### src/rtl/pmem_arbiter.sv
// Shares one physical memory port between I-cache and D-cache; D wins ties, or round-robin with PMEM_ARB_RR_EN.
// Strobes assert 1 cycle after a request is seen in IDLE; requesters hold until their resp, which is combinational with pmem_resp.
module pmem_arbiter #(
  parameter int ADDR_W = 16,
  parameter int LINE_W = 128
) (
  input  logic              clk,
  input  logic              rst,
  input  logic              i_pmem_read,
  input  logic [ADDR_W-1:0] i_pmem_address,
  output logic [LINE_W-1:0] i_pmem_rdata,
  output logic              i_pmem_resp,
  input  logic              d_pmem_read,
  input  logic              d_pmem_write,
  input  logic [ADDR_W-1:0] d_pmem_address,
  input  logic [LINE_W-1:0] d_pmem_wdata,
  output logic [LINE_W-1:0] d_pmem_rdata,
  output logic              d_pmem_resp,
  output logic              pmem_read,
  output logic              pmem_write,
  output logic [ADDR_W-1:0] pmem_address,
  output logic [LINE_W-1:0] pmem_wdata,
  input  logic [LINE_W-1:0] pmem_rdata,
  input  logic              pmem_resp
);

  typedef enum logic [1:0] {IDLE, GRANT_I, GRANT_D} state_t;
  typedef enum logic {SIDE_I, SIDE_D} side_t;

  state_t state;
  side_t  last_grant;
  logic   i_req;
  logic   d_req;
  logic   pick_d;

  assign i_req = i_pmem_read;
  assign d_req = d_pmem_read | d_pmem_write;

`ifdef PMEM_ARB_RR_EN
  // On a tie the side that did not win last time goes next
  assign pick_d = d_req && (!i_req || last_grant == SIDE_I);
`else
  // last_grant is tracked but does not steer grants: D always wins a tie
  assign pick_d = d_req || (d_req && last_grant == SIDE_I);
`endif

  assign i_pmem_rdata = pmem_rdata;
  assign d_pmem_rdata = pmem_rdata;

  // A withdrawn request never gets a resp, even if memory answers that cycle
  assign i_pmem_resp = (state == GRANT_I) && i_req && pmem_resp;
  assign d_pmem_resp = (state == GRANT_D) && d_req && pmem_resp;

  always_ff @(posedge clk) begin
    if (rst) begin
      state        <= IDLE;
      last_grant   <= SIDE_D;
      pmem_read    <= 1'b0;
      pmem_write   <= 1'b0;
      pmem_address <= '0;
      pmem_wdata   <= '0;
    end else begin
      case (state)
        IDLE: begin
          if (pick_d) begin
            state        <= GRANT_D;
            last_grant   <= SIDE_D;
            pmem_address <= d_pmem_address;
            pmem_wdata   <= d_pmem_wdata;
            pmem_write   <= d_pmem_write;
            pmem_read    <= !d_pmem_write;
          end else if (i_req) begin
            state        <= GRANT_I;
            last_grant   <= SIDE_I;
            pmem_address <= i_pmem_address;
            pmem_write   <= 1'b0;
            pmem_read    <= 1'b1;
          end
        end
        GRANT_I: begin
          if (!i_req || pmem_resp) begin
            state      <= IDLE;
            pmem_read  <= 1'b0;
            pmem_write <= 1'b0;
          end
        end
        GRANT_D: begin
          if (!d_req || pmem_resp) begin
            state      <= IDLE;
            pmem_read  <= 1'b0;
            pmem_write <= 1'b0;
          end
        end
        default: begin
          state      <= IDLE;
          pmem_read  <= 1'b0;
          pmem_write <= 1'b0;
        end
      endcase
    end
  end

endmodule

### config.mk
export PLATFORM = sky130hd
export DESIGN_NAME = pmem_arbiter
export DESIGN_NICKNAME = d
export VERILOG_FILES = /design/src/rtl/pmem_arbiter.sv
export SDC_FILE = /design/constraint.sdc
export NUM_CORES = 1
export LEC_CHECK = 0
export ABC_CLOCK_PERIOD_IN_PS = 1700
export BUFFER_PORTS_ARGS = -buffer_cell sky130_fd_sc_hd__buf_2
export CAP_MARGIN = 20
export CORE_AREA = 2 2 269 271
export DETAILED_ROUTE_END_ITERATION = 10
export DIE_AREA = 0 0 271 273
export PLACE_DENSITY_LB_ADDON = 0.15
export SLEW_MARGIN = 25
export SYNTH_ARGS = -nofsm -noshare
export SYNTH_HDL_FRONTEND = slang
export SYNTH_SLANG_ARGS = --single-unit
### constraint.sdc
create_clock -name clk -period 1.7 [get_ports clk]
set_input_delay 0.51 -clock clk [delete_from_list [all_inputs] [get_ports clk]]
set_output_delay 0.51 -clock clk [all_outputs]
set_load 0.01 [all_outputs]
=== Word level (Yosys, flattened, before mapping) ===
Index checks and enable logic that the tools add are counted.

* Bitwise gates (word level): 2
* Multiplexer cells: 16
* Reduce and logical (&&, ||, !) cells: 16
* Equal/unequal tests: 5

{| class="wikitable"
|+ Operators by type and width
! cell !! number
|-
| 16-bit 2-to-1 mux || 2
|-
| 2-bit 2-to-1 mux || 4
|-
| 1-bit 2-to-1 mux || 7
|-
| 1-bit case mux with 3 select lines || 2
|-
| 2-bit case mux with 3 select lines || 1
|-
| 1-bit logical AND || 5
|-
| 2-bit by 1-bit inequality test with 1-bit output, second input constant || 2
|-
| 2-bit AND reduction || 2
|-
| 1-bit zero test || 3
|-
| 1-bit logical OR || 3
|-
| 3-bit inequality test, second input constant || 1
|-
| 3-bit AND reduction || 1
|-
| 2-bit by 1-bit == test with 1-bit output, second input constant || 1
|-
| 2-bit == test, second input constant || 1
|-
| 2-bit zero test || 1
|-
| 2-bit nonzero test || 1
|-
| 1-bit NOT || 1
|-
| 1-bit OR || 1
|}

* Output and inout port bits: 404
* Bits in registers: 149
* Word-level logic and storage cells: 45
* Bits of input ports: 294

=== Longest topological paths before layout ===
* Word-level depth: 5
* Gate-level depth with buffers: 6
* Mapped depth without buffers: 3

=== Worst setup path before layout ===
No wires, ideal clock.

* Path type: input port to output port
* Start point: in d_pmem_write
* End point: out d_pmem_resp
* Stages: 4
* Path slack: -0.007 ns
* Arrival time: 1.197 ns
* Path through: nor2_1 -> buf_2 -> clkbuf_1 -> nor3_1

* Word-level cells in the longest chain between the ends: 3

{| class="wikitable"
|+ RTL lines
! what !! line !! source
|-
| start, declared || 14 || <nowiki>input logic d_pmem_write,</nowiki>
|-
| 1-bit OR || 37 || <nowiki>assign d_req = d_pmem_read | d_pmem_write;</nowiki>
|-
| 1-bit logical AND (2 in series) || 52 || <nowiki>assign d_pmem_resp = (state == GRANT_D) && d_req && pmem_resp;</nowiki>
|-
| end, declared || 18 || <nowiki>output logic d_pmem_resp,</nowiki>
|}

No other way between the ends.

=== Final worst setup path ===
* Start point: reg state[1]
* End point: out i_pmem_resp

* Word-level cells in the longest chain between the ends: 3

{| class="wikitable"
|+ RTL lines
! what !! line !! source
|-
| start, declared || 30 || <nowiki>state_t state;</nowiki>
|-
| start signal, assigned || 56 || <nowiki>state <= IDLE;</nowiki>
|-
| start signal, assigned || 66 || <nowiki>state <= GRANT_D;</nowiki>
|-
| start signal, assigned || 73 || <nowiki>state <= GRANT_I;</nowiki>
|-
| 2-bit by 1-bit == test with 1-bit output || 51 || <nowiki>assign i_pmem_resp = (state == GRANT_I) && i_req && pmem_resp;</nowiki>
|-
| 1-bit logical AND (2 in series) || 51 ||
|-
| end, declared || 12 || <nowiki>output logic i_pmem_resp,</nowiki>
|}

No other way between the ends.

==> flow_summary_export.csv <==
group,metric,value,unit
placement,gp_congestion,0.723,
clock_tree,h-tree-depth,4,
clock_tree,cts_hold_buf,0,
floorplan,fp.dieH,273,µm
drt,drt.antenna.violating_nets,0,
setup_path,path_class,"reg -> out",
power_and_ir_drop,fin_total_pwr,9.87,mW
clock_tree,root_buffer,"clkbuf_16",
synth,syn_area,0.00773,mm²
timing,fmax,545,MHz
final_layout,seq_area,0.00297,mm²
synth,synth_flop_cell,"dfxtp_1",
setup_path,crit_path_start_kind,"flop",
timing,finalMaxSlewViolations,0,
setup_path,arrival,1320,ps
floorplan,die_w,271,µm
synth,avgSynthCellArea,8.02,µm²
power_and_ir_drop,p_leak,3.93,nW
timing,skew,10.8,ps
timing,slew_headroom,76.7,%
min_path,hp-start,"d_pmem_wdata[44]",
grt,grt_pass1_vias,7074,
final_layout,fin_util,13.3,%
timing,setup_viol,2,
synth,synthArstFlopShare,0,%
timing,worst_slack,-134,ps
drt,dr_total_vias,6719,
run,max_cap_violations,0,
grt,grt_overflow_total,0,
timing,holdWs,269,ps
floorplan,rows,98,
floorplan,core,0.0710,mm²
drt,drc,0,
synth,synth_seq_cells,148,
min_path,hold_path_class,"in -> reg",
outcome,violations,"setup timing",
drt,detail_route.iter0.violations,213,
placement,hpwl,23.1,mm
clock_tree,cts-buffers-inserted,17,
setup_path,worstPathMaxFanout,3,
clock_tree,cts_buffer_depth,2,
timing,finalHoldViolations,0,
clock_tree,clkLatencyLatePin,480,ps
grt,antenna_found_initial,2,
final_layout,nNetsFinal,1294,
timing,timing.final.crit_share,108,%
synth,netlist_instances,964,
timing,worstMarginPinSlew,349,ps
final_layout,layout_common_cells,"311 x buf_2, 146 x a21oi_1, 146 x dfxtp_1",
final_layout,multiInputGateArea,0.00253,mm²
synth,ys_types,27,
final_layout,fin_cells,1964,
drt,first_pass_iters,4,
final_layout,fillCellCount,8181,
final_layout,syn_to_final_growth,22.6,%
drt,via_per_inst,3.42,
synth,syn_nets,1258,
timing,fin_crit,1830,ps
drt,drt-total-wl,32.0,mm
final_layout,layout-drive-gt1-share,40.1,%
synth,synth_edf_count,0,
clock_tree,tritoncts,"yes",
synth,synth-seq-area-share,38.3,%
clock_tree,path_clk_slew,70,ps
grt,grt_pass1_wl,46.3,mm
floorplan,io_pins,698,
power_and_ir_drop,peakVddDrop,625,µV
placement,portBuffers,313,
grt,grt_util_all_layers,8.52,%
clock_tree,cts.sinks,148,
setup_path,endpoint_kind,"output port",
final_layout,final_common_cell,"buf_2",
placement,place_inst,1926,
power_and_ir_drop,p_per_area,1040,mW/mm²
setup_path,reg2reg_from,"state[0]",
drt,routedWlPerCell,16.3,µm
setup_path,cp-startpoint,"state[1]",
floorplan,initial_core_util,10.9,%
outcome,status,"complete, but fails checks",
grt,grt_max_degree,60,
timing,rsz0062_at_grt,"yes",
synth,yosysWarnings,0,
floorplan,die_area,0.0740,mm²
setup_path,required,1190,ps
## sequential cells by signal, summed over array words and instances, names as in the netlist
| register | cells |
|---|---|
| pmem_wdata | 128 |
| pmem_address | 16 |
| state | 2 |
| pmem_read | 1 |
| pmem_write | 1 |
## logic make-up after synthesis
| logic type | after synthesis | synth area share (%) |
|---|---|---|
| simple gates | 180 | 11.6 |
| flops | 148 | 38.3 |
| compound gates | 295 | 20.8 |
| buf+inv | 341 | 29.3 |
## stage by stage
step	setup slack, ps	TNS (ps)	cell area, µm²
floorplan	12.1	0	7730
global placement	-24.3	-189	8760
detailed placement	-42.8	-167	8760
CTS	-204	-347	9440
global route	-197	-335	9470
finish	-134	-153	9470
## synth_stat cells (all sizes together) (16+ instances only)
cell | number | area (µm²)
o21ai | 131 | 656
dfxtp | 148 | 2960
buf | 271 | 2000
clkbuf | 69 | 259
a311oi | 16 | 203
a21oi | 146 | 731
nand2 | 33 | 124
nand3 | 129 | 646
## worst max-delay path, stage by stage, from the launching register on
cell and delay (ps):
dfxtp_4 350, buf_6 110, and4b_1 270, buf_6 120
## worst paths after layout
path / to / slack [ps] / cells after the start
worst max-delay path: i_pmem_resp / -130 / 3
worst min-delay path: pmem_wdata[44] / 270 / 3
worst max register to register: pmem_address[6] / 190 / 6
worst min register to register: pmem_wdata[62] / 470 / 2
## metal layers
layer  up-vias  global-route usage [%]  routed length, µm
met5         -                   0.513                 13
met4         2                    6.79               2060
met3       112                    3.83               2950
met2       317                    12.9              14200
met1      3152                    9.22              12800
li1       3136                       -                  -
## what timing repair did
item                                    4_1_cts  5_1_grt
setup buffers                                 3        2
pin swaps                                     0        1
gates cloned                                  0        0
endpoints found under the setup margin        2       20
gates resized for setup                       7        1
hold endpoints to repair                      0        0
## report_power, final
group | leakage, nW | internal (mW) | total (mW) | switching [mW]
sequential | 1.22 | 3.74 | 3.86 | 0.123
clock | 0.310 | 2.47 | 4.29 | 1.82
combinational | 2.40 | 0.717 | 1.72 | 1.00
total | 3.93 | 6.92 | 9.87 | 2.94
## final cells by class
class	count	share of cell area, %
Clock inverter	15	2.14
Multi-Input combinational cell	475	26.7
Tap cell	950	12.5
Antenna cell	1	0.0264
Inverter	1	0.0396
Timing Repair Buffer	357	22.7
Clock buffer	17	4.49
Sequential cell	148	31.4
Note: power is estimated with default switching activity, not from simulation.
